`config.mk`:
```
export PLATFORM = sky130hd
export DESIGN_NAME = if_fetch_unit
export DESIGN_NICKNAME = d
export VERILOG_FILES = /design/src/rtl/mips_pkg.sv /design/src/rtl/fetch_queue.sv /design/src/rtl/if_fetch_unit.sv
export SDC_FILE = /design/constraint.sdc
export NUM_CORES = 1
export LEC_CHECK = 0
export BUFFER_PORTS_ARGS = -buffer_cell sky130_fd_sc_hd__buf_4
export CAP_MARGIN = 10
export CORE_UTILIZATION = 25
export DETAILED_ROUTE_END_ITERATION = 10
export SKIP_CTS_REPAIR_TIMING = 1
export SLEW_MARGIN = 20
export SYNTH_ARGS = -nofsm -noshare
export SYNTH_HDL_FRONTEND = slang
export SYNTH_SLANG_ARGS = --single-unit
```
`constraint.sdc`:
```
create_clock -name clk_i -period 4.1 [get_ports clk_i]
set_input_delay 0.41 -clock clk_i [delete_from_list [all_inputs] [get_ports clk_i]]
set_output_delay 0.41 -clock clk_i [all_outputs]
set_load 0.005 [all_outputs]
```
`src/rtl/mips_pkg.sv`:
```
// Shared MIPS datapath definitions: machine widths, default reset vector and
// the fetch-queue entry layout.
package mips_pkg;

    localparam int XLEN        = 32;
    localparam int INSTR_BYTES = 4;

    localparam logic [XLEN-1:0] DEFAULT_RESET_PC = 32'h0000_0000;

    typedef struct packed {
        logic [XLEN-1:0] instr;
        logic [XLEN-1:0] pc;
    } fetch_entry_t;

endpackage

```
`src/rtl/fetch_queue.sv`:
```
// Synchronous FIFO of fetch entries with flush; DEPTH must be a power of two
// so the pointers wrap naturally.
module fetch_queue
    import mips_pkg::*;
#(
    parameter int DEPTH = 2
) (
    input  logic         clk_i,
    input  logic         rst_i,
    input  logic         push_i,
    input  logic         pop_i,
    input  logic         flush_i,
    input  fetch_entry_t wdata_i,
    output logic         full_o,
    output logic         empty_o,
    output fetch_entry_t head_o
);

    localparam int PTR_W = $clog2(DEPTH);
    localparam int CNT_W = PTR_W + 1;

    fetch_entry_t     mem_q [DEPTH];
    fetch_entry_t     mem_d [DEPTH];
    logic [PTR_W-1:0] rd_ptr_q, rd_ptr_d;
    logic [PTR_W-1:0] wr_ptr_q, wr_ptr_d;
    logic [CNT_W-1:0] count_q, count_d;
    logic             do_push, do_pop;

    assign full_o  = (count_q == CNT_W'(DEPTH));
    assign empty_o = (count_q == '0);
    assign head_o  = mem_q[rd_ptr_q];

    // NOTE: every signal written here gets a default first, so no path can
    // leave it unassigned and infer a latch.
    always_comb begin
        mem_d    = mem_q;
        rd_ptr_d = rd_ptr_q;
        wr_ptr_d = wr_ptr_q;
        count_d  = count_q;
        do_pop   = pop_i && !empty_o;
        do_push  = push_i && (!full_o || do_pop);

        if (flush_i) begin
            rd_ptr_d = '0;
            wr_ptr_d = '0;
            count_d  = '0;
        end else begin
            if (do_push) begin
                mem_d[wr_ptr_q] = wdata_i;
                wr_ptr_d        = wr_ptr_q + PTR_W'(1);
            end
            if (do_pop) begin
                rd_ptr_d = rd_ptr_q + PTR_W'(1);
            end
            case ({do_push, do_pop})
                2'b10:   count_d = count_q + CNT_W'(1);
                2'b01:   count_d = count_q - CNT_W'(1);
                default: count_d = count_q;
            endcase
        end
    end

    // NOTE: the storage is reset too, because the head fields must read zero
    // straight out of reset rather than whatever the array powered up with.
    always_ff @(posedge clk_i) begin
        if (!rst_i) begin
            for (int i = 0; i < DEPTH; i++) begin
                mem_q[i] <= '0;
            end
            rd_ptr_q <= '0;
            wr_ptr_q <= '0;
            count_q  <= '0;
        end else begin
            mem_q    <= mem_d;
            rd_ptr_q <= rd_ptr_d;
            wr_ptr_q <= wr_ptr_d;
            count_q  <= count_d;
        end
    end

endmodule

```
`src/rtl/if_fetch_unit.sv`:
```
// Instruction-fetch front end: PC register, legal-range check with sticky
// fault, and valid/ready glue around the fetch queue.
module if_fetch_unit
    import mips_pkg::*;
#(
    parameter logic [31:0] RESET_PC    = DEFAULT_RESET_PC,
    parameter int          QUEUE_DEPTH = 2,
    parameter int          IMEM_WORDS  = 32
) (
    input  logic        clk_i,
    input  logic        rst_i,
    output logic [31:0] pc_addr_o,
    input  logic [31:0] instr_i,
    input  logic        redirect_i,
    input  logic [31:0] redirect_pc_i,
    output logic        out_valid_o,
    input  logic        out_ready_i,
    output logic [31:0] out_instr_o,
    output logic [31:0] out_pc_o,
    output logic [31:0] out_pc_plus4_o,
    output logic        fetch_fault_o
);

    localparam logic [XLEN-1:0] PC_LIMIT = XLEN'(INSTR_BYTES * IMEM_WORDS);

    logic [XLEN-1:0] pc_q, pc_d;
    logic            fault_q, fault_d;
    logic            full, empty, pop, push, in_range;
    fetch_entry_t    head;

    fetch_queue #(
        .DEPTH (QUEUE_DEPTH)
    ) u_queue (
        .clk_i   (clk_i),
        .rst_i   (rst_i),
        .push_i  (push),
        .pop_i   (pop),
        .flush_i (redirect_i),
        .wdata_i ('{instr: instr_i, pc: pc_q}),
        .full_o  (full),
        .empty_o (empty),
        .head_o  (head)
    );

    always_comb begin
        pop      = !empty && out_ready_i;
        in_range = (pc_q < PC_LIMIT);
        push     = !redirect_i && in_range && (!full || pop);
        pc_d     = pc_q;
        fault_d  = fault_q;

        // A redirect drops the word fetched at the old pc and re-arms the fault check.
        if (redirect_i) begin
            pc_d    = redirect_pc_i & ~32'h3;
            fault_d = 1'b0;
        end else begin
            if (push) begin
                pc_d = pc_q + XLEN'(INSTR_BYTES);
            end
            if (!in_range) begin
                fault_d = 1'b1;
            end
        end
    end

    // NOTE: state registers use non-blocking assignments so every flop samples
    // the pre-edge values regardless of statement order.
    always_ff @(posedge clk_i) begin
        if (!rst_i) begin
            pc_q    <= RESET_PC;
            fault_q <= 1'b0;
        end else begin
            pc_q    <= pc_d;
            fault_q <= fault_d;
        end
    end

    assign pc_addr_o      = pc_q;
    assign fetch_fault_o  = fault_q;
    assign out_valid_o    = !empty;
    assign out_instr_o    = head.instr;
    assign out_pc_o       = head.pc;
    assign out_pc_plus4_o = head.pc + XLEN'(INSTR_BYTES);

endmodule

```
==> results of run 1 <==
## power by group through the flow
stage          Clock, mW  Combinational [mW]  Sequential (mW)
2_1_floorplan          0              0.0991             1.62
3_3_place_gp           0               0.197             1.62
3_5_place_dp           0               0.199             1.62
4_1_cts             1.60               0.199             1.58
5_1_grt             1.67               0.216             1.59
6_report            1.54               0.195             1.58
## area by class of cell
cell class                 count  area (sq um)
clock buffer                  18           439
clock inverter                14           130
inverter                      14          52.6
timing repair buffer         195          1460
tap                          378           473
fill                        2873         18500
multi-input combinational    512          3640
sequential                   159          3190
## tightest hold or removal path, cell delays in order
cell and delay (ns):
buf_4 0.08, nand3_1 0.06, o21ai_0 0.06
## path summary, 6_finish.rpt
| kind | depth (start not counted) | end | slack (ns) | from |
|---|---|---|---|---|
| worst min-delay path | 3 | pc_addr_o[4] | 0.22 | redirect_pc_i[4] |
| worst max-delay path | 9 | out_pc_plus4_o[16] | 0.54 | u_queue.rd_ptr_q |
| worst max register to register | 6 | u_queue.mem_q[115] | 1.25 | pc_addr_o[14] |
| worst min register to register | 2 | u_queue.mem_q[109] | 0.46 | u_queue.mem_q[109] |
## cells by family after synthesis
logic type,Yosys count
and+or+nand+nor,281
other,1
xor gates and xnor gates,32
muxes,161
buffers and inverters,68
AOI/OAI and AO/OA,29
adders and majority gates,3
DFF,159
## metrics by stage
stage | area (sq um) | setup WS, ns | hold WS (ns) | instances
5_1_grt | 9380 | 0.205 | 0.212 | 1290
3_5_place_dp | 8810 | 0.933 | 0.452 | 1258
2_1_floorplan | 7120 | 0.799 | 0.435 | 739
6_report | 9380 | 0.543 | 0.223 | 1290
3_3_place_gp | 8810 | 0.937 | 0.439 | 1258
4_1_cts | 9380 | 0.463 | 0.199 | 1290
## registers in the layout, indices dropped and copies added, names as in the netlist
signal and flops:
u_queue.wr_ptr_q 1, pc_addr_o 30, fetch_fault_o 1, u_queue.mem_q 124, u_queue.count_q 2, u_queue.rd_ptr_q 1
## layout by cell type (no fill, tap or decap), types with 5 or more instances in the layout
master     instances
buf_4            195
dfxtp_1          158
nand2_1          134
mux2i_1          111
and3_1            51
mux2_2            50
nor2b_1           24
xnor2_1           18
clkbuf_16         17
inv_1             14
xor2_1            14
nor2_1            13
nor4_1            12
nand3_1           11
a21oi_1            8
nor3_1             7
nand4_1            6
conb_1             6
o21ai_0            5
inv_6              5
## metal layers
| metal | global-route usage | vias up | share of wire |
|---|---|---|---|
| li1 | - | 2843 | - |
| met2 | 0.188 | 147 | 0.44 |
| met5 | 0 | - | 0 |
| met3 | 0.0421 | 6 | 0.065 |
| met4 | 0.0329 | 0 | 0.0075 |
| met1 | 0.165 | 2612 | 0.49 |
==> metrics, run 1 <==
Synth Area in Adders 0.00529; # clock sinks 159; total power draw 3.32 mW; share of the synthesized area in the top cell type 0.448; XOR/XNOR share of the synthesized area 0.0395; # diodes 0; Max clock buf depth 2; Post-Syn Instances 734; sequential fraction of design power 0.477; H-tree level count 4; switching share of power 0.239; first-pass GRT wire length 28,300 microns; Crit Path Category reg2out; post-synth cell types 48; vias per cell 4.35; Syn Area/Cell 9.67 sq um; CTS tree built; Worst-Skew Late Latency 0.42 ns; initial antenna violation count 0; TritonRoute pass-1 iters 5; fraction of the mapped netlist area in simple logic gates 0.201; Ys Warns 0; Top delay family on crit path flip-flops; CTS clk-pin slew, worst paths 0.07 ns; clock power share 0.464; worst min-delay path class in2reg; critical path's most frequent cell inv_1; Seq/Total Area, Yosys 0.448; startpoint type of the worst setup path register; Most used DFF post-synth dfxtp_1; # rows 61; via count 5,608; DR iter-0 viols 251; Power Internal 2.53 mW; ys async rst share 0; vias in the first global route 5,222; Core Footprint 27,900 sq um; Setup crit end kind primary output; # DRC 0; largest area contributor in the netlist dfxtp_1; CP Max Fanout 51; slowest stage delay, CP 0.73 ns; Max Freq 281 MHz; mux contribution to synthesized area 0.236; Boundary Pins 198; Final #Nets 970; Final setup violation count 0; largest family of logic cells by synthesized area multiplexers; most frequent cell after synthesis dfxtp_1; slew margin rel. 0.317; final worst-path cycle share 0.868; clock skew 0.0161 ns; GRT overflow 0; Total GRT Usage 0.124; Area Growth Syn to Fin 32.1%; post-DP HPWL 12,300 microns; RSZ-0062 raised after global routing no; TNS Setup 0 ns; Seq cells post-synth 159; total CTS buffers 17; Critical Path Slowest Stage Cell dfxtp_4; worst path cell trace mux2i_1 > inv_1 > ha_1 > inv_1 > a211oi_2 > nand4_2 > a211oi_1 > xor2_1 > buf_4; final core utilization 0.337; Die Span Y 171 microns; I/O Buffers 189; Slew Limit Fails 0; final wirelength 18,100 microns; EDFF count, synth 0; GPL Wtd Cong 0.779; DR WL/cell 14.0 microns; initial core utilization 0.255; ranking of synthesized cells by area dfxtp_1 (45%), mux2i_1 (16%), mux2_2 (7.9%), nand2_1 (7.1%), and3_1 (4.5%); Post-synth top cells dfxtp_1 (159), nand2_1 (134), mux2i_1 (111); final hold violations 0; leakage 4.70 nW; Final Critical Period 3.56 ns; Worst Path Buf+Inv 3; layout cell share with drive strength beyond 1 0.316; Die ar. 29,100 sq um; Die Wd 171 microns; CP Data Required Time 3.69 ns; Root Driver clkbuf_16; status completed; Critical Path AT 3.15 ns; worst ir drop on vdd 0.200 mV; Detail Route Antenna Nets 0; P per Cell Area 354 nW/um^2; worst slew pin tran 1.02 ns; net switching power figure 793 uW; Mapped Area 7100 sq um; Synth Area in Compound Gates 0.0263; Comb power frac 0.059; max cap viols 0; largest net degree at the start of global routing 105
Power figures use the tool's default switching activity.
==> run 2: changes to the inputs <==
Settings changed: CTS_BUF_LIST from default to sky130_fd_sc_hd__clkbuf_4.
Clock period 4.1 ns to 4.6 ns, I/O delays scaled along.
==> run 2 against run 1 <==
Against the previous run: clock skew increased by 0.022 ns; register-to-register slack gained 0.47 ns; cell area shrank 3.8%; sequential share of layout area up 1.3 points.
==> metrics, run 2 (synthesis results as in run 1) <==
status completed; TritonRoute pass-1 iters 4 (-1); Comb power frac 0.076 (+0.017); total power draw 2.30 mW (-31%); CP startpoint u_queue.rd_ptr_q; CTS tree built; RSZ-0062 raised after global routing no; Total GRT Usage 0.124 (+0.000311); Final setup violation count 0 (unchanged); # clock sinks 159 (unchanged); most frequent cells in the layout buf_4 (192), dfxtp_1 (158), nand2_1 (134), mux2i_1 (111), and3_1 (51); clock skew 0.0381 ns (+0.0219 ns); worst ir drop on vdd 0.127 mV (-36%); # rows 61 (unchanged); H-tree level count 4 (unchanged); CTS clk-pin slew, worst paths 0.15 ns (+0.08 ns); CP Max Fanout 51 (unchanged); Hold Path End pc_addr_o[4]; switching share of power 0.260 (+0.0209); CP Data Required Time 4.14 ns (+0.45 ns); leakage 4.53 nW (-3.6%); slowest stage delay, CP 0.77 ns (+0.04 ns); cells on worst reg2reg path 6 (unchanged); initial core utilization 0.255 (unchanged); startpoint type of the worst setup path register; post-DP HPWL 12,200 microns (-0.55%); most common cell after layout, fill and taps aside buf_4; Boundary Pins 198 (unchanged); reg2reg end u_queue.mem_q[99]; Setup WS pre-CTS 1.31 ns (+0.380 ns); total CTS buffers 17 (unchanged); Slew Limit Fails 0 (unchanged); clock power share 0.310 (-0.154); # DRC 0 (unchanged); Largest Register u_queue.mem_q; sequential fraction of design power 0.614 (+0.137); Power Internal 1.70 mW (-33%); I/O Buffers 189 (unchanged); GRT overflow 0 (unchanged); Die ar. 29,100 sq um (unchanged); Critical Path AT 3.36 ns (+0.21 ns); via count 5,547 (-1.1%); DR iter-0 viols 246 (-2.0%); Crit Path Category reg2out; vias in the first global route 5,389 (+3.2%); Setup crit end kind primary output; GPL Wtd Cong 0.789 (+1.4%); DR WL/cell 14.0 microns (-0.14%); vias per cell 4.31 (-0.86%); slew margin rel. 0.502 (+0.185); Root Driver clkbuf_4; final wirelength 18,000 microns (-0.37%); worst path cell trace mux2i_1 > inv_1 > ha_1 > inv_1 > a211oi_2 > nand4_2 > a211oi_1 > xor2_1 > buf_4; Die Wd 171 microns (unchanged); Max clock buf depth 2 (unchanged); FF-to-FF setup slack 1.72 ns (+0.47 ns); Final Critical Period 3.82 ns; Area Growth Syn to Fin 27.1%; max cap viols 0 (unchanged); Placed Area 8810 sq um (about the same); final worst-path cycle share 0.830; WHS Path Cells 3 (unchanged); TNS Setup 0 ns (unchanged); first-pass GRT wire length 28,400 microns (+0.24%); Max Freq 262 MHz; worst min-delay path class in2reg; P per Cell Area 255 nW/um^2 (-28%); final hold violations 0 (unchanged); final worst setup slack 0.783 ns (+0.241 ns); Core Footprint 27,900 sq um (unchanged); Final #Nets 968 (-0.21%); Final Cell Area 9020 sq um (-3.8%); Worst-Skew Late Latency 0.54 ns (+0.12 ns); WHS 0.133 ns (-0.0899 ns); initial antenna violation count 1 (+1); hold wc startpoint redirect_pc_i[4]; Detail Route Antenna Nets 0 (unchanged); Die Span Y 171 microns (unchanged); layout cell share with drive strength beyond 1 0.308 (-0.00742); critical path's most frequent cell inv_1; worst slew pin tran 0.748 ns (-0.277 ns); largest net degree at the start of global routing 110 (+4.8%); Critical Path Slowest Stage Cell dfxtp_4; number of flip-flops in the largest register 124 (unchanged); r2r startpoint pc_addr_o[24]; net switching power figure 597 uW (-25%)
-- run 2: power groups by stage --
stage / combinational (mW) / clock, mW / sequential, mW
finish: 0.174 / 0.713 / 1.41
global route: 0.192 / 0.817 / 1.42
CTS: 0.177 / 0.767 / 1.41
detailed placement: 0.177 / 0 / 1.44
global placement: 0.175 / 0 / 1.44
floorplan: 0.0883 / 0 / 1.44
-- run 2: routing by layer --
layer,routed length (microns),global-route usage,up-vias
met2,8080,0.201,144
met4,129,0.0270,0
met1,8500,0.155,2550
met3,1300,0.0451,7
li1,-,-,2846
met5,0,0,-
-- run 2: area by class of cell --
| type | instances | area [sq um] |
|---|---|---|
| Tap cell | 378 | 473 |
| Fill cell | 2929 | 18800 |
| Multi-Input combinational cell | 512 | 3640 |
| Clock buffer | 19 | 143 |
| Timing Repair Buffer | 193 | 1460 |
| Sequential cell | 159 | 3190 |
| Antenna cell | 1 | 2.50 |
| Clock inverter | 11 | 68.8 |
| Inverter | 14 | 52.6 |
-- run 2: worst max-delay path, delay by kind of cell (launching register included) --
kind	cells	cell delay, ns
AOI/OAI and AO/OA	2	0.73
xor gates and xnor gates	1	0.18
adders and majority gates	1	0.28
buffers and inverters	3	0.32
DFF	1	0.77
muxes	1	0.20
and+or+nand+nor	1	0.34
-- run 2: worst max-delay path by stage --
stage | endpoint | slack (ns) | cells past startpoint
2_1_floorplan | out_pc_plus4_o[16] | 1.25 | 13
3_3_place_gp | out_pc_plus4_o[16] | 1.33 | 9
3_5_place_dp | out_pc_plus4_o[16] | 1.31 | 9
4_1_cts | out_pc_plus4_o[16] | 0.66 | 9
5_1_grt | out_pc_plus4_o[26] | 0.46 | 9
6_report | out_pc_plus4_o[16] | 0.78 | 9
-- run 2: metrics by stage --
step           utilization  instances
2_1_floorplan            -        739
4_1_cts              0.324       1286
3_3_place_gp         0.316       1256
3_5_place_dp         0.316       1256
5_1_grt              0.324       1287
6_report             0.324       1287
